`config.mk`:
```
export PLATFORM = sky130hd
export DESIGN_NAME = bus_arbiter_rr_flat
export DESIGN_NICKNAME = d
export VERILOG_FILES = /design/src/rtl/bus_arbiter_rr_if.sv /design/src/rtl/bus_arbiter_rr.sv /design/src/flat_wrapper.sv
export SDC_FILE = /design/constraint.sdc
export NUM_CORES = 1
export LEC_CHECK = 0
export BUFFER_PORTS_ARGS = -buffer_cell sky130_fd_sc_hd__buf_2
export CORE_MARGIN = 10
export CORE_UTILIZATION = 55
export DETAILED_ROUTE_END_ITERATION = 12
export HOLD_SLACK_MARGIN = 0.03
export PLACE_DENSITY = 0.76
export SLEW_MARGIN = 20
export SYNTH_ARGS = -nofsm -noshare
export SYNTH_HDL_FRONTEND = slang
export SYNTH_SLANG_ARGS = --single-unit
export TNS_END_PERCENT = 10
```
`constraint.sdc`:
```
create_clock -name clock -period 2.8 [get_ports clock]
set_input_delay 0.42 -clock clock [delete_from_list [all_inputs] [get_ports clock]]
set_output_delay 0.42 -clock clock [all_outputs]
set_load 0.02 [all_outputs]
```
`src/rtl/bus_arbiter_rr_if.sv`:
```
// ---------------------------------------------------------------------------
// bus_arbiter_rr_if
// Groups the shared-bus arbitration signals between the bus masters and the
// round-robin arbiter.
//
// Parameter:
//   NR_OF_MASTERS      number of requesters (2..16)
//
// Signals:
//   requestIn          per-master level request, one bit per master
//   grantOut           registered one-hot grant, zero when nobody owns the bus
//   activeMasterOut    index of the current owner, 0 when idle
//   busIdleOut         1 while no grant is held
//   beginTransactionIn bus beginTransaction (OR of all masters)
//   dataValidIn        bus dataValid
//   busyIn             slave busy
//   endTransactionIn   endTransaction driven by the owner
//   endTransactionOut  arbiter-forced endTransaction, one-cycle pulse
//   busErrorOut        arbiter-forced busError, one-cycle pulse
//
// Modports:
//   slave  - arbiter side (consumes requests and bus activity, drives grants)
//   master - requester/bus side (drives requests and activity, sees grants)
// ---------------------------------------------------------------------------
interface bus_arbiter_rr_if #(
  parameter int NR_OF_MASTERS = 4
);
  logic [NR_OF_MASTERS-1:0] requestIn;
  logic [NR_OF_MASTERS-1:0] grantOut;
  logic [3:0]               activeMasterOut;
  logic                     busIdleOut;
  logic                     beginTransactionIn;
  logic                     dataValidIn;
  logic                     busyIn;
  logic                     endTransactionIn;
  logic                     endTransactionOut;
  logic                     busErrorOut;

  modport slave (
    input  requestIn, beginTransactionIn, dataValidIn, busyIn, endTransactionIn,
    output grantOut, activeMasterOut, busIdleOut, endTransactionOut, busErrorOut
  );

  modport master (
    output requestIn, beginTransactionIn, dataValidIn, busyIn, endTransactionIn,
    input  grantOut, activeMasterOut, busIdleOut, endTransactionOut, busErrorOut
  );
endinterface

```
`src/rtl/bus_arbiter_rr.sv`:
```
// ---------------------------------------------------------------------------
// bus_arbiter_rr
// Round-robin arbiter for the shared system bus. Grants one master at a time,
// holds the grant until the owner ends its transaction, and uses a watchdog
// to abort an owner that stops showing bus activity (forced busError and/or
// endTransaction pulses), so a hung master cannot lock the bus.
//
// Parameters:
//   NR_OF_MASTERS   number of requesters, 2..16
//   TIMEOUT_CYCLES  max consecutive silent cycles while a grant is held, 2..65535
//
// Ports:
//   clock   system clock
//   reset   synchronous, active-high reset
//   bus     bus_arbiter_rr_if.slave (requests, bus activity, grant outputs)
//
// Build option:
//   BUS_ARB_FIXED_PRIORITY_EN  when defined, the priority pointer stays at 0,
//                              giving fixed priority with the lowest index
//                              winning; otherwise round-robin.
// ---------------------------------------------------------------------------
module bus_arbiter_rr #(
  parameter int NR_OF_MASTERS  = 4,
  parameter int TIMEOUT_CYCLES = 1024
) (
  input logic             clock,
  input logic             reset,
  bus_arbiter_rr_if.slave bus
);

  typedef enum logic [2:0] {
    IDLE,
    GRANTED,
    ACTIVE,
    ABORT_ERR,
    ABORT_END
  } state_t;

  localparam int              WD_W     = 16;
  localparam logic [WD_W-1:0] WD_LIMIT = WD_W'(TIMEOUT_CYCLES - 1);

  state_t                   r_state, w_nextState;
  logic [NR_OF_MASTERS-1:0] r_grant, w_nextGrant;
  logic [3:0]               r_activeMaster, w_nextActiveMaster;
  logic                     r_busIdle, w_nextBusIdle;
  logic                     r_endOut, w_nextEndOut;
  logic                     r_errOut, w_nextErrOut;
  logic [3:0]               r_pointer, w_nextPointer;
  logic [WD_W-1:0]          r_watchdog, w_nextWatchdog;

  logic       w_activity;
  logic       w_expire;
  logic       w_found;
  logic [3:0] w_winner;

  assign w_activity = bus.beginTransactionIn | bus.dataValidIn | bus.busyIn;
  // Activity in the current cycle clears the watchdog, so it cannot expire then.
  assign w_expire   = (r_watchdog == WD_LIMIT) && !w_activity;

  // Wrap-around scan: the first loop finds the lowest set request overall
  // (the wrapped candidate); the second overrides it with the lowest set
  // request at or above the pointer, if one exists.
  always_comb begin
    w_found  = 1'b0;
    w_winner = '0;
    for (int i = NR_OF_MASTERS - 1; i >= 0; i--) begin
      if (bus.requestIn[i]) begin
        w_found  = 1'b1;
        w_winner = 4'(i);
      end
    end
    for (int i = NR_OF_MASTERS - 1; i >= 0; i--) begin
      if (bus.requestIn[i] && (i >= int'(r_pointer))) begin
        w_winner = 4'(i);
      end
    end
  end

  always_comb begin
    w_nextState        = r_state;
    w_nextGrant        = r_grant;
    w_nextActiveMaster = r_activeMaster;
    w_nextBusIdle      = r_busIdle;
    w_nextEndOut       = 1'b0;
    w_nextErrOut       = 1'b0;
    w_nextPointer      = r_pointer;

    // Watchdog holds while idle, otherwise clears on activity and saturates.
    if (r_state == IDLE) begin
      w_nextWatchdog = r_watchdog;
    end else if (w_activity) begin
      w_nextWatchdog = '0;
    end else if (r_watchdog < WD_LIMIT) begin
      w_nextWatchdog = r_watchdog + 1'b1;
    end else begin
      w_nextWatchdog = r_watchdog;
    end

    case (r_state)
      IDLE: begin
        if (w_found) begin
          w_nextState        = GRANTED;
          w_nextGrant        = {{(NR_OF_MASTERS-1){1'b0}}, 1'b1} << w_winner;
          w_nextActiveMaster = w_winner;
          w_nextBusIdle      = 1'b0;
          w_nextWatchdog     = '0;
`ifdef BUS_ARB_FIXED_PRIORITY_EN
          w_nextPointer      = '0;
`else
          w_nextPointer      = (w_winner == 4'(NR_OF_MASTERS - 1)) ? 4'd0 : w_winner + 4'd1;
`endif
        end
      end

      GRANTED: begin
        if (bus.beginTransactionIn) begin
          w_nextState = ACTIVE;
        end else if (w_expire) begin
          // The owner never started, so the abort ends without an error.
          w_nextState  = ABORT_END;
          w_nextEndOut = 1'b1;
        end
      end

      ACTIVE: begin
        // A real end beats a coinciding watchdog expiry.
        if (bus.endTransactionIn) begin
          w_nextState        = IDLE;
          w_nextGrant        = '0;
          w_nextActiveMaster = '0;
          w_nextBusIdle      = 1'b1;
        end else if (w_expire) begin
          w_nextState  = ABORT_ERR;
          w_nextErrOut = 1'b1;
        end
      end

      ABORT_ERR: begin
        w_nextState  = ABORT_END;
        w_nextEndOut = 1'b1;
      end

      ABORT_END: begin
        w_nextState        = IDLE;
        w_nextGrant        = '0;
        w_nextActiveMaster = '0;
        w_nextBusIdle      = 1'b1;
      end

      default: begin
        w_nextState        = IDLE;
        w_nextGrant        = '0;
        w_nextActiveMaster = '0;
        w_nextBusIdle      = 1'b1;
      end
    endcase
  end

  always_ff @(posedge clock) begin
    if (reset) begin
      r_state        <= IDLE;
      r_grant        <= '0;
      r_activeMaster <= '0;
      r_busIdle      <= 1'b1;
      r_endOut       <= 1'b0;
      r_errOut       <= 1'b0;
      r_pointer      <= '0;
      r_watchdog     <= '0;
    end else begin
      r_state        <= w_nextState;
      r_grant        <= w_nextGrant;
      r_activeMaster <= w_nextActiveMaster;
      r_busIdle      <= w_nextBusIdle;
      r_endOut       <= w_nextEndOut;
      r_errOut       <= w_nextErrOut;
      r_pointer      <= w_nextPointer;
      r_watchdog     <= w_nextWatchdog;
    end
  end

  assign bus.grantOut          = r_grant;
  assign bus.activeMasterOut   = r_activeMaster;
  assign bus.busIdleOut        = r_busIdle;
  assign bus.endTransactionOut = r_endOut;
  assign bus.busErrorOut       = r_errOut;

endmodule

```
`src/flat_wrapper.sv`:
```
// flat-port wrapper written by rule: the top's interface ports become plain ports
module bus_arbiter_rr_flat 
#(
  parameter int NR_OF_MASTERS  = 4,
  parameter int TIMEOUT_CYCLES = 1024
)
  (clock, reset, bus_requestIn, bus_beginTransactionIn, bus_dataValidIn, bus_busyIn, bus_endTransactionIn, bus_grantOut, bus_activeMasterOut, bus_busIdleOut, bus_endTransactionOut, bus_busErrorOut);
  bus_arbiter_rr_if #(.NR_OF_MASTERS(NR_OF_MASTERS)) bus_i ();
  input logic clock;
  input logic reset;
  input wire logic [$bits(bus_i.requestIn)-1:0] bus_requestIn;
  input wire logic [$bits(bus_i.beginTransactionIn)-1:0] bus_beginTransactionIn;
  input wire logic [$bits(bus_i.dataValidIn)-1:0] bus_dataValidIn;
  input wire logic [$bits(bus_i.busyIn)-1:0] bus_busyIn;
  input wire logic [$bits(bus_i.endTransactionIn)-1:0] bus_endTransactionIn;
  output wire logic [$bits(bus_i.grantOut)-1:0] bus_grantOut;
  output wire logic [$bits(bus_i.activeMasterOut)-1:0] bus_activeMasterOut;
  output wire logic [$bits(bus_i.busIdleOut)-1:0] bus_busIdleOut;
  output wire logic [$bits(bus_i.endTransactionOut)-1:0] bus_endTransactionOut;
  output wire logic [$bits(bus_i.busErrorOut)-1:0] bus_busErrorOut;
  assign bus_i.requestIn = bus_requestIn;
  assign bus_i.beginTransactionIn = bus_beginTransactionIn;
  assign bus_i.dataValidIn = bus_dataValidIn;
  assign bus_i.busyIn = bus_busyIn;
  assign bus_i.endTransactionIn = bus_endTransactionIn;
  assign bus_grantOut = bus_i.grantOut;
  assign bus_activeMasterOut = bus_i.activeMasterOut;
  assign bus_busIdleOut = bus_i.busIdleOut;
  assign bus_endTransactionOut = bus_i.endTransactionOut;
  assign bus_busErrorOut = bus_i.busErrorOut;
  bus_arbiter_rr #(.NR_OF_MASTERS(NR_OF_MASTERS), .TIMEOUT_CYCLES(TIMEOUT_CYCLES)) u_core (.clock(clock), .reset(reset), .bus(bus_i));
endmodule
```
Word level (Yosys, flattened, before mapping)
Index checks and enable logic that the tools add are counted.

cells by class
  order comparisons = 5
  bitwise logic cells = 4
  multiplexer cells = 35
  add/subtract/negate cells = 2
  reduce and logical (&&, ||, !) cells = 12
  eq/ne operators = 9
  shift-type cells = 1

operator list
  operator                 number
  $mux W16                 5
  $pmux W4 S3              2
  $add A16 B1 Y16 const B  1
  $eq A16 B10 Y1 const B   1
  $lt A16 B10 Y1 const B   1
  $mux W2                  8
  $mux W4                  4
  $mux W3                  5
  $pmux W3 S4              1
  $ge A1 B4 Y1 const A     2
  $ge A2 B4 Y1 const A     2
  $mux W1                  8
  $eq A3 B2 Y1 const B     2
  $ne A3 B2 Y1 const B     2
  $reduce_and A3 Y1        2
  $logic_and A1 B1 Y1      5
  $shl A1 B2 Y4 const A    1
  $add A2 B1 Y3 const B    1
  $eq A3 B1 Y1 const B     1
  $logic_not A3 Y1         1
  $pmux W1 S3              1
  $reduce_or A3 Y1         1
  $eq A2 B2 Y1 const B     1
  $ne A2 B1 Y1 const B     1
  7 further kinds          9

storage, ports and cells
  output and inout bits = 11
  bits in registers = 34
  logic and storage cells = 76
  bits of input ports = 10

Depth between registers and ports, before layout
Gate-level depths: netlist of run 1.

  depth after elaboration = 11
  gate-level depth with buffers = 8
  mapped depth without buffers = 8

Least setup slack after synthesis of run 1
Ideal clock, no wire load.

  kind = input -> register
  start = input port bus_beginTransactionIn
  end = register u_core.r_watchdog[7]
  stages on the path = 5
  setup slack = 1.106 ns
  arrival time = 1.636 ns
  data required time = 2.742 ns
  cell sequence = or3_4 -> or3_1 -> buf_2 -> nor4_2 -> o22a_1

on the way
  longest elaborated chain between the ends = 6

RTL lines
  item                          RTL line               source
  start, declared               flat_wrapper.sv:12     input wire logic [$bits(bus_i.beginTransactionIn)-1:0] bus_beginTransactionIn;
  $or A1 B1 Y1 * (2 in series)  bus_arbiter_rr.sv:56   assign w_activity = bus.beginTransactionIn | bus.dataValidIn | bus.busyIn;
  $mux W16 *                    bus_arbiter_rr.sv:91   end else if (w_activity) begin
  $mux W16 *                    bus_arbiter_rr.sv:89   if (r_state == IDLE) begin
  $mux W16                      bus_arbiter_rr.sv:101  if (w_found) begin
  $mux W16 *                    bus_arbiter_rr.sv:99   case (r_state)
  end signal, assigned          bus_arbiter_rr.sv:177  r_watchdog <= w_nextWatchdog;
  end, declared                 bus_arbiter_rr.sv:49   logic [WD_W-1:0] r_watchdog, w_nextWatchdog;

Every way passes the cells marked *; elsewhere a longest branch is shown, timed or not.
A chain may end at the register's enable or synchronous reset.

Worst setup path after layout of run 1
  start = register u_core.r_watchdog[0]
  end = register u_core.r_state[0]

on the way
  longest elaborated chain between the ends = 4
  elaborated cells on any way between the ends = 5

RTL lines
  item                                  RTL line               source
  $eq A16 B10 Y1 *                      bus_arbiter_rr.sv:58   assign w_expire = (r_watchdog == WD_LIMIT) && !w_activity;
  $logic_and A1 B1 Y1 *                 bus_arbiter_rr.sv:58
  $ne A3 B2 Y1 (no source line)         n/a
  $reduce_and A3 Y1 (no source line) *  n/a
  end signal, assigned                  bus_arbiter_rr.sv:170  r_state <= w_nextState;
  end, declared                         bus_arbiter_rr.sv:42   state_t r_state, w_nextState;

Marks and branches as above.

==> results of run 1 <==
## Yosys cell counts, types with 2 or more instances
cell | instances | area share (%)
and3_1 | 3 | 1.2
nor3_1 | 10 | 3.1
and4_1 | 2 | 1.1
buf_4 | 2 | 0.93
or3_1 | 4 | 1.5
o31ai_1 | 3 | 1.4
o311ai_1 | 2 | 1.1
dfxtp_1 | 30 | 37
o22a_1 | 2 | 1.1
buf_2 | 4 | 1.2
o31a_1 | 3 | 1.6
nand2b_1 | 2 | 0.77
nand4_1 | 4 | 1.5
a21oi_1 | 11 | 3.4
ha_1 | 5 | 3.9
mux2i_1 | 2 | 1.2
a211oi_1 | 2 | 0.93
nor3_2 | 2 | 1.2
nor2_1 | 12 | 2.8
nand2_1 | 10 | 2.3
clkbuf_1 | 4 | 0.93
nor4_4 | 2 | 2.6
nor4_2 | 3 | 2.3
nand3_1 | 6 | 1.9
o21a_1 | 2 | 0.93
a41oi_1 | 2 | 1.1
a31oi_1 | 2 | 0.77
and2_1 | 8 | 3.1
inv_1 | 6 | 1.4
nor3b_1 | 4 | 1.9
a32oi_1 | 4 | 2.2
o211ai_1 | 2 | 0.93
or4_1 | 3 | 1.4
## cells in the final DEF (no fill, tap or decap), types with 2 or more instances in the layout
cell type / Yosys / layout
a41oi_1: 2 / 2
nor4_2: 3 / 3
conb_1: 1 / 2
a21oi_1: 11 / 11
o311ai_1: 2 / 2
o31ai_1: 3 / 3
nand2_1: 10 / 10
nor3_1: 10 / 10
buf_2: 4 / 18
clkinv_2: 0 / 2
and4_1: 2 / 2
a32oi_1: 4 / 4
nand4_1: 4 / 4
inv_1: 6 / 6
nor2_1: 12 / 12
o21a_1: 2 / 2
or3_1: 4 / 4
nor4_4: 2 / 2
nor3_2: 2 / 2
and2_1: 8 / 8
clkbuf_4: 0 / 5
o211ai_1: 2 / 2
mux2i_1: 2 / 2
and3_1: 3 / 3
o22a_1: 2 / 2
a31oi_1: 2 / 2
dfxtp_1: 30 / 30
nor3b_1: 4 / 4
or4_1: 3 / 3
ha_1: 5 / 5
o31a_1: 3 / 3
nand3_1: 6 / 6
nand2b_1: 2 / 2
a211oi_1: 2 / 2
## flip-flops by register name, summed over array words and instances, names as in the netlist
| name | cells |
|---|---|
| u_core.bus.activeMasterOut | 2 |
| u_core.bus.busErrorOut | 1 |
| u_core.bus.busIdleOut | 1 |
| u_core.bus.endTransactionOut | 1 |
| u_core.bus.grantOut | 4 |
| u_core.r_pointer | 2 |
| u_core.r_state | 3 |
| u_core.r_watchdog | 16 |
## kinds of logic after synthesis
logic type | synth area share, %
and+or+nand+nor | 32.2
adders and majority gates | 3.87
muxes | 1.94
buffers and inverters | 4.49
other | 0.232
AOI/OAI and AO/OA | 20.1
DFF | 37.2
## worst register-to-register path: stages (launching register included)
cell	delay, ns
dfxtp_1	0.43
ha_1	0.21
nand3_1	0.16
nor4_2	0.42
a311oi_2	0.18
mux2_1	0.34
## metrics by stage
step           std cells  setup WS (ns)
5_1_grt              228          0.744
4_1_cts              228          0.968
3_5_place_dp         221          0.779
3_3_place_gp         221          0.872
2_1_floorplan        181           1.11
6_report             228          0.952
## where the power goes
| part | switching [W] | leakage [nW] | internal (W) |
|---|---|---|---|
| combinational | 0.000180 | 0.392 | 0.000111 |
| clock | 0.000149 | 0.0308 | 0.0000899 |
| sequential | 0.0000444 | 0.244 | 0.000468 |
| total | 0.000373 | 0.666 | 0.000669 |
## area by class of cell
cell class | count | area, µm²
fillers | 241 | 1030
multi-input cells | 135 | 946
flip-flops and latches | 30 | 601
repair buffers | 19 | 97.6
well taps | 31 | 38.8
clock buffers | 5 | 37.5
inverters | 6 | 22.5
clock inverters | 2 | 10.0
## metal layers
| metal | routed length, µm | share of wire, % | global-route usage (%) | vias to the layer above |
|---|---|---|---|---|
| li1 | - | - | - | 713 |
| met1 | 1590 | 42 | 17.5 | 689 |
| met2 | 1860 | 49 | 22.6 | 55 |
| met3 | 244 | 6.4 | 3.86 | 9 |
| met4 | 106 | 2.8 | 9.73 | 0 |
| met5 | 0 | 0 | 0 | - |
## worst max path at each step
stage / start / endpoint / cells after the start
floorplan: bus_beginTransactionIn / u_core.r_watchdog[7] / 5
detailed placement: bus_requestIn[2] / u_core.r_state[0] / 5
finish: u_core.r_watchdog[0] / u_core.r_state[0] / 5
global route: u_core.r_pointer[1] / u_core.r_pointer[0] / 8
CTS: u_core.r_pointer[1] / u_core.r_pointer[0] / 8
global placement: bus_requestIn[2] / u_core.r_state[0] / 5
==> out/qor.yml, run 1 <==
outcome:
  outcome: "finished clean"
sta:
  hold_ws_ns: 0.444
  rsz0062_at_grt: "no"
  min_period_ns: 1.85
  slew_headroom_pct: 66.7
  clock.fmax_mhz: 541
  period_share_pct: 66.0
  hold_viol_final: 0
  fin_setup_tns_ns: 0
  worst_pin_slew_ns: 0.497
  setup_viol: 0
  drv_slew: 0
  fin_worst_skew_ns: 0.00713
cts:
  cts_root_buf: "clkbuf_4"
  post_cts_buffers: 0
  cts.sinks: 30
  cts.path.max_buffers: 2
  holdBufCountCts: 0
  cts_htree_levels: 2
  cts_buffers: 5
  clk_pin_slew_worst_paths_ns: 0.09
  clk_latency_ns: 0.34
  cts_tree: "built"
  ctsResizeCount: 0
floorplanning:
  initial_core_util_pct: 58.1
  rows: 19
  dieArea_um2: 5500
  io_pins: 21
  core_area_um2: 2780
  die_w_um: 74.2
  die_y_um: 74.2
synthesis:
  synth-edff-count: 0
  ys_ff_latch: 30
  synth_area_um2: 1620
  synth-main-ff-cell: "dfxtp_1"
  synthArstFlopShare_pct: 0
  synth.avg_cell_area_um2: 8.97
  yosysSeqAreaShare_pct: 37.2
  ys_warn_count: 0
  synth.distinct_cells: 50
  syn_inst: 180
finish:
  utilization_pct: 63.0
  drive_gt1_share_pct: 19.8
  diodes: 0
  area_delta_synth_final_pct: 8.52
  layout.nets: 212
  stdcell_area_um2: 1750
global_routing:
  grt_max_degree: 20
  grtUsageTotal_pct: 14.6
  gr-total-overflow: 0
  grt_pass1_wl_mm: 6.38
  grt_pass1_vias: 1429
  antenna_found_initial: 0
worst_setup_path:
  critical_path.top_delay_family: "simple AND/OR/NAND/NOR gates"
  worst_path_max_delay_cell: "dfxtp_1"
  r2r_slack_ns: 0.95
  path_class: "reg2reg"
  max_stage_delay_ns: 0.43
  r2r-end: "u_core.r_state[0]"
  worstPathMaxFanout: 5
  r2r_cells: 5
  rr_startpoint: "u_core.r_watchdog[0]"
  cp.required_ns: 3.03
  path_buf_inv: 0
  worstSetupStartpointType: "flop"
  worst_ep_arrival_time_ns: 2.07
  path_cells: "ha_1 > nand3_1 > nor4_2 > a311oi_2 > mux2_1"
  cp-end-kind: "flop"
worst_hold_path:
  holdPathEnd: "u_core.bus.grantOut[1]"
  hold_path_depth: 2
  holdCritStartpoint: "reset"
  hp-class: "in2reg"
power_and_ir_drop:
  power_density_nw_per_um2: 594
  p_leak_nw: 0.666
  ir_drop_mv: 0.536
  finalPower_w: 0.00104
routing:
  viasPerCell: 6.43
  firstDrtPassIters: 4
  drtIter0Drc: 236
  routedWlPerCell_um: 16.6
  wl_mm: 3.79
  drc: 0
  vias: 1466
  ant_nets: 0
place:
  io_buffer_count: 18
  place_area_um2: 1710
  gp_congestion: 0.859
  dp_hpwl_mm: 2.82
run:
  drv_cap: 0
No activity file was read; power rests on OpenSTA's default activity.
==> run 2: changes to the inputs <==
--- a/config.mk
+++ b/config.mk
@@ -5,12 +5,13 @@
 export SDC_FILE = /design/constraint.sdc
 export NUM_CORES = 1
 export LEC_CHECK = 0
+export ABC_AREA = 1
 export BUFFER_PORTS_ARGS = -buffer_cell sky130_fd_sc_hd__buf_2
 export CORE_MARGIN = 10
 export CORE_UTILIZATION = 55
 export DETAILED_ROUTE_END_ITERATION = 12
 export HOLD_SLACK_MARGIN = 0.03
-export PLACE_DENSITY = 0.76
+export PLACE_DENSITY = 0.77
 export SLEW_MARGIN = 20
 export SYNTH_ARGS = -nofsm -noshare
 export SYNTH_HDL_FRONTEND = slang
==> constraint.sdc (replaced) <==
create_clock -name clock -period 1.95 [get_ports clock]
set_input_delay 0.2925 -clock clock [delete_from_list [all_inputs] [get_ports clock]]
set_output_delay 0.2925 -clock clock [all_outputs]
set_load 0.02 [all_outputs]
==> run 2 against run 1 <==
Compared with the run above:
- global-route usage fell by 1.6 points
- sequential share of layout area shrank 0.41 points
- non-clock buffer count down 1
- largest cell class unchanged
- critical path type unchanged
- wire length is 13% lower
- critical endpoint is now u_core.r_watchdog[0]
==> out/qor.yml, run 2 <==
worst_setup_path:
  path_buf_inv: 0
  worstPathMaxFanout: 6
  worst_ep_arrival_time_ns: 1.76
  crit_top_cell: "nor2_4"
  cp-end-kind: "flop"
  worstSetupStartpointType: "flop"
  max_stage_delay_ns: 0.40
  cp.required_ns: 2.17
  critical_path.top_delay_family: "simple AND/OR/NAND/NOR gates"
  r2r_slack_ns: 0.41
  path_class: "reg2reg"
  worst_path_max_delay_cell: "dfxtp_1"
  path_cells: "ha_1 > nand2_1 > nor2_4 > nand3_4 > nand2_4 > nor2_4 > o21ai_0 > a21oi_1"
global_routing:
  grtUsageTotal_pct: 13.0
  grt_pass1_wl_mm: 5.79
  grt_pass1_vias: 1354
  gr-total-overflow: 0
  antenna_found_initial: 0
  grt_max_degree: 17
routing:
  drtIter0Drc: 54
  vias: 1449
  ant_nets: 0
  routedWlPerCell_um: 12.0
  wl_mm: 3.32
  firstDrtPassIters: 4
  drc: 0
  viasPerCell: 5.23
cts:
  holdBufCountCts: 0
  cts_htree_levels: 2
  cts_root_buf: "clkbuf_4"
  post_cts_buffers: 0
  clk_latency_ns: 0.33
  cts.sinks: 30
  cts.path.max_buffers: 2
  cts_buffers: 5
  cts_tree: "built"
  clk_pin_slew_worst_paths_ns: 0.10
  ctsResizeCount: 0
sta:
  clock.fmax_mhz: 650
  period_share_pct: 79.0
  fin_worst_skew_ns: 0.00200
  fin_setup_tns_ns: 0
  hold_viol_final: 0
  drv_slew: 0
  rsz0062_at_grt: "no"
  layout_setup_ws_ns: 0.410
  min_period_ns: 1.54
  setup_viol: 0
synthesis:
  synth_top_family_by_area: "simple AND/OR/NAND/NOR gates"
  ys_warn_count: 0
  synth.distinct_cells: 29
  synthArstFlopShare_pct: 0
  post-synth-top-count-cell: "nand2_1"
  yosysTopAreaCell: "dfxtp_1"
  ys_ff_latch: 30
  synth-compound-area-share_pct: 12.9
  synth-main-ff-cell: "dfxtp_1"
  synth_area_um2: 1590
  synth.avg_cell_area_um2: 7.09
  synth-xor-area-share_pct: 0.551
  synth_top_area_share_pct: 37.8
  synthAdderAreaFrac_pct: 3.94
  synth_common_cells: "57 x nand2_1, 30 x dfxtp_1, 26 x inv_1"
  yosysSeqAreaShare_pct: 37.8
  muxShareOfSynthArea_pct: 0
  syn_inst: 224
  synth-edff-count: 0
  synth_area_leaders: "dfxtp_1 38%, nand2_1 13%, inv_1 6.1%, a21oi_1 5.4%, nor2_1 5.0%"
  synth_simple_gate_area_share_pct: 35.2
floorplanning:
  die_y_um: 73.8
  initial_core_util_pct: 57.6
  core_area_um2: 2760
  rows: 19
  dieArea_um2: 5440
  io_pins: 21
  die_w_um: 73.8
finish:
  top_register: "u_core.r_watchdog"
  stdcell_area_um2: 1770
  final_common_cell: "nand2_1"
  instances_no_fill: 277
  largest_reg_flops: 16
  area_delta_synth_final_pct: 11.7
  drive_gt1_share_pct: 21.1
  layout.nets: 260
  final_cell_mix: "57 x nand2_1, 30 x dfxtp_1, 26 x inv_1"
  diodes: 0
place:
  dp_hpwl_mm: 2.50
  place_area_um2: 1700
  dp_worst_setup_slack_ns: 0.472
  dp_cells: 269
  gp_congestion: 0.885
  io_buffer_count: 18
outcome:
  outcome: "finished clean"
run:
  drv_cap: 0
power_and_ir_drop:
  ir_drop_mv: 0.605
  p_leak_nw: 0.800
  power_density_nw_per_um2: 826
worst_hold_path:
  hp-class: "in2reg"
-- run 2: cell count changes after synthesis, sizes merged, moves of 5 or more --
cell   delta
and2      -8
nand2    +52
nand3    +10
nor2     +14
o21ai     +8
nor4      -5
inv      +26
a21oi    +10
or3       -5
nor3      -8
-- run 2: through the flow --
stage | total power [W] | hold WS, ns | utilization, %
floorplan | 0.000905 | 0.408 | -
global placement | 0.000975 | 0.416 | 61.5
detailed placement | 0.000978 | 0.419 | 61.5
CTS | 0.00148 | 0.241 | 64.3
global route | 0.00154 | 0.237 | 64.3
finish | 0.00146 | 0.248 | 64.3
-- run 2: cells by family after synthesis --
logic type | Yosys count
AO/OA/AOI/OAI | 35
XOR/XNOR | 1
adder cells (fa/ha/maj) | 5
buffers and inverters | 37
flip-flops | 30
other | 1
AND/OR/NAND/NOR | 115
-- run 2: final timing paths --
kind	start	endpoint	cells past startpoint
min reg2reg	u_core.r_watchdog[12]	u_core.r_watchdog[12]	2
max reg2reg	u_core.r_watchdog[1]	u_core.r_watchdog[0]	8
max	u_core.r_watchdog[1]	u_core.r_watchdog[0]	8
min	bus_beginTransactionIn	u_core.r_state[1]	3
-- run 2: final cells by class --
| cell class | instances | area [µm²] |
|---|---|---|
| timing repair buffer | 18 | 90.1 |
| sequential | 30 | 601 |
| fill | 259 | 983 |
| clock inverter | 2 | 37.5 |
| multi-input combinational | 158 | 843 |
| inverter | 32 | 123 |
| tap | 31 | 38.8 |
| clock buffer | 6 | 41.3 |
-- run 2: power by group --
| group | internal [W] | switching, W |
|---|---|---|
| registers | 0.000656 | 0.0000265 |
| logic | 0.0000927 | 0.000190 |
| clock network | 0.000270 | 0.000230 |
| total | 0.00102 | 0.000446 |
-- run 2: tightest hold or removal path, stage by stage --
cell     delay [ns]
buf_2          0.12
nand3_1        0.07
a21oi_1        0.05
-- run 2: routing by layer --
metal  track usage (%)  part of all wire, %  up-vias
met3              4.71                  5.9        6
met2              20.2                   46       30
met1              15.7                   47      664
li1                  -                    -      749
met5                 0                    0        -
met4              6.00                  1.6        0
==> run 3: changes to the inputs <==
--- a/config.mk
+++ b/config.mk
@@ -8,10 +8,10 @@
 export ABC_AREA = 1
 export BUFFER_PORTS_ARGS = -buffer_cell sky130_fd_sc_hd__buf_2
 export CORE_MARGIN = 10
-export CORE_UTILIZATION = 55
+export CORE_UTILIZATION = 51
 export DETAILED_ROUTE_END_ITERATION = 12
 export HOLD_SLACK_MARGIN = 0.03
-export PLACE_DENSITY = 0.77
+export PLACE_DENSITY = 0.75
 export SLEW_MARGIN = 20
 export SYNTH_ARGS = -nofsm -noshare
 export SYNTH_HDL_FRONTEND = slang
==> constraint.sdc (replaced) <==
create_clock -name clock -period 1.28 [get_ports clock]
set_input_delay 0.192 -clock clock [delete_from_list [all_inputs] [get_ports clock]]
set_output_delay 0.192 -clock clock [all_outputs]
set_load 0.02 [all_outputs]
==> run 3 against run 2 <==
Compared with the run above:
- the run now ends with setup timing left
- setup slack got worse by 0.51 ns
- wire length up 14%
- total power is 65% higher
- utilization rose by 8.6 points
- cell count increased by 17%
- sequential share of layout area down 6.0 points
- clock power rose by 49%
- global-route usage is 1.2 points higher
- largest cell class unchanged
- highest routed layer unchanged
==> out/qor.yml, run 3 (synthesis gave the netlist of run 2 again) <==
outcome:
  outcome: "complete, but fails checks"
  failed_checks: "setup timing"
power_and_ir_drop:
  p_int_w: 0.00167
  pwr-share-seq_pct: 43.5
  p_comb_share_pct: 25.7
  netSwitchingPower_w: 0.000744
  p_leak_nw: 1.03
  ir_drop_mv: 0.683
  p_clk_share_pct: 30.8
  sw_frac_of_total_pct: 30.8
  power_density_nw_per_um2: 1100
sta:
  hold_ws_ns: 0.212
  min_period_ns: 1.38
  setup_viol: 15
  fin_worst_skew_ns: 0.0143
  clock.fmax_mhz: 726
  rsz0062_at_grt: "yes"
  layout_setup_ws_ns: -0.0977
  hold_viol_final: 0
  drv_slew: 0
  period_share_pct: 108
floorplanning:
  die_y_um: 75.8
  io_pins: 21
  dieArea_um2: 5750
  core_area_um2: 3030
  initial_core_util_pct: 52.5
  rows: 20
  die_w_um: 75.8
global_routing:
  antenna_found_initial: 0
  grtUsageTotal_pct: 14.3
  gr-total-overflow: 0
  grt_pass1_wl_mm: 6.19
  grt_max_degree: 16
  grt_pass1_vias: 1365
place:
  gp_congestion: 0.859
  dp_hpwl_mm: 2.67
  io_buffer_count: 18
worst_setup_path:
  worstSetupStartpointType: "flop"
  path_class: "reg2reg"
  worst_ep_arrival_time_ns: 1.65
  r2r_slack_ns: -0.1
  cp.required_ns: 1.56
  worstPathMaxFanout: 3
  cp-end-kind: "flop"
finish:
  utilization_pct: 72.9
  largest_reg_flops: 16
  nFillCells: 212
  multiInputGateArea_um2: 991
  drive_gt1_share_pct: 40.4
  layout.nets: 294
  area_delta_synth_final_pct: 38.9
  top_register: "u_core.r_watchdog"
  final_common_cell: "nand2_1"
  diodes: 0
  seq_area_um2: 614
  final_cell_mix: "51 x nand2_1, 33 x buf_4, 25 x inv_1"
routing:
  drc: 0
  drtIter0Drc: 126
  vias: 1547
  viasPerCell: 4.77
  ant_nets: 0
  wl_mm: 3.79
  firstDrtPassIters: 4
  routedWlPerCell_um: 11.7
cts:
  cts.sinks: 30
  clk_latency_ns: 0.34
  cts_htree_levels: 2
  clk_pin_slew_worst_paths_ns: 0.09
  cts_tree: "built"
  holdBufCountCts: 0
  cts_buffers: 5
  cts_root_buf: "clkbuf_4"
  cts.path.max_buffers: 2
worst_hold_path:
  hp-class: "in2reg"
run:
  drv_cap: 0
==> run 3: cell count changes in the layout (fill, tap and decap cells not counted), moves of 4 or more <==
cell,previous run,this run
buf_4,0,33
dfxtp_1,30,23
nand2_1,57,51
dfxtp_2,0,5
nand2_2,5,9
==> run 3: worst max-delay path, stage by stage, from the launching register on <==
cell	delay, ns
dfxtp_2	0.34
ha_4	0.18
nand2_4	0.06
nor2_4	0.04
buf_4	0.12
buf_4	0.12
buf_4	0.12
o21ai_0	0.18
nor2_1	0.07
nor2_1	0.08
==> run 3: power groups by stage <==
stage	Sequential, W	Combinational (W)	Clock [W]
after floorplan	0.00110	0.000278	0
after global placement	0.00106	0.000507	0
after detailed placement	0.00106	0.000511	0
after CTS	0.00105	0.000594	0.000758
after global routing	0.00106	0.000687	0.000811
final	0.00105	0.000621	0.000745
==> run 3: stage by stage <==
| step | std cells | power, W | area (µm²) | TNS (ns) | worst slack (ns) |
|---|---|---|---|---|---|
| 6_report | 324 | 0.00242 | 2210 | -0.538 | -0.0977 |
| 4_1_cts | 322 | 0.00240 | 2140 | -0.148 | -0.0258 |
| 3_5_place_dp | 310 | 0.00157 | 1940 | -0.556 | -0.176 |
| 5_1_grt | 324 | 0.00256 | 2210 | -2.54 | -0.162 |
| 2_1_floorplan | 225 | 0.00138 | 1610 | -0.00677 | -0.00677 |
| 3_3_place_gp | 310 | 0.00157 | 1940 | -0.289 | -0.136 |
==> run 3: metal layers <==
metal,track usage (%),vias up,routed length (µm)
li1,-,825,-
met1,17.8,671,1740
met2,22.3,44,1700
met3,3.39,7,258
met4,7.63,0,78
met5,0,-,0
==> run 3: area by class of cell <==
type,instances,share of cell area [%]
Multi-Input combinational cell,158,44.9
Sequential cell,30,27.8
Timing Repair Buffer,52,15.8
Inverter,32,5.56
Tap cell,44,2.49
Clock buffer,7,2.04
Clock inverter,1,1.36
==> run 3: path summary, 6_finish.rpt <==
kind,start,to,cells past startpoint
worst max-delay path,u_core.r_watchdog[1],u_core.r_watchdog[4],9
worst min-delay path,bus_endTransactionIn,u_core.bus.busErrorOut,4
worst max register to register,u_core.r_watchdog[1],u_core.r_watchdog[4],9
worst min register to register,u_core.r_watchdog[12],u_core.r_watchdog[12],2
==> run 3: what timing repair did <==
action / CTS / global route
setup buffers: 4 / 2
endpoints found under the setup margin: 17 / 27
pin swaps: 7 / 16
resized for setup: 23 / 16
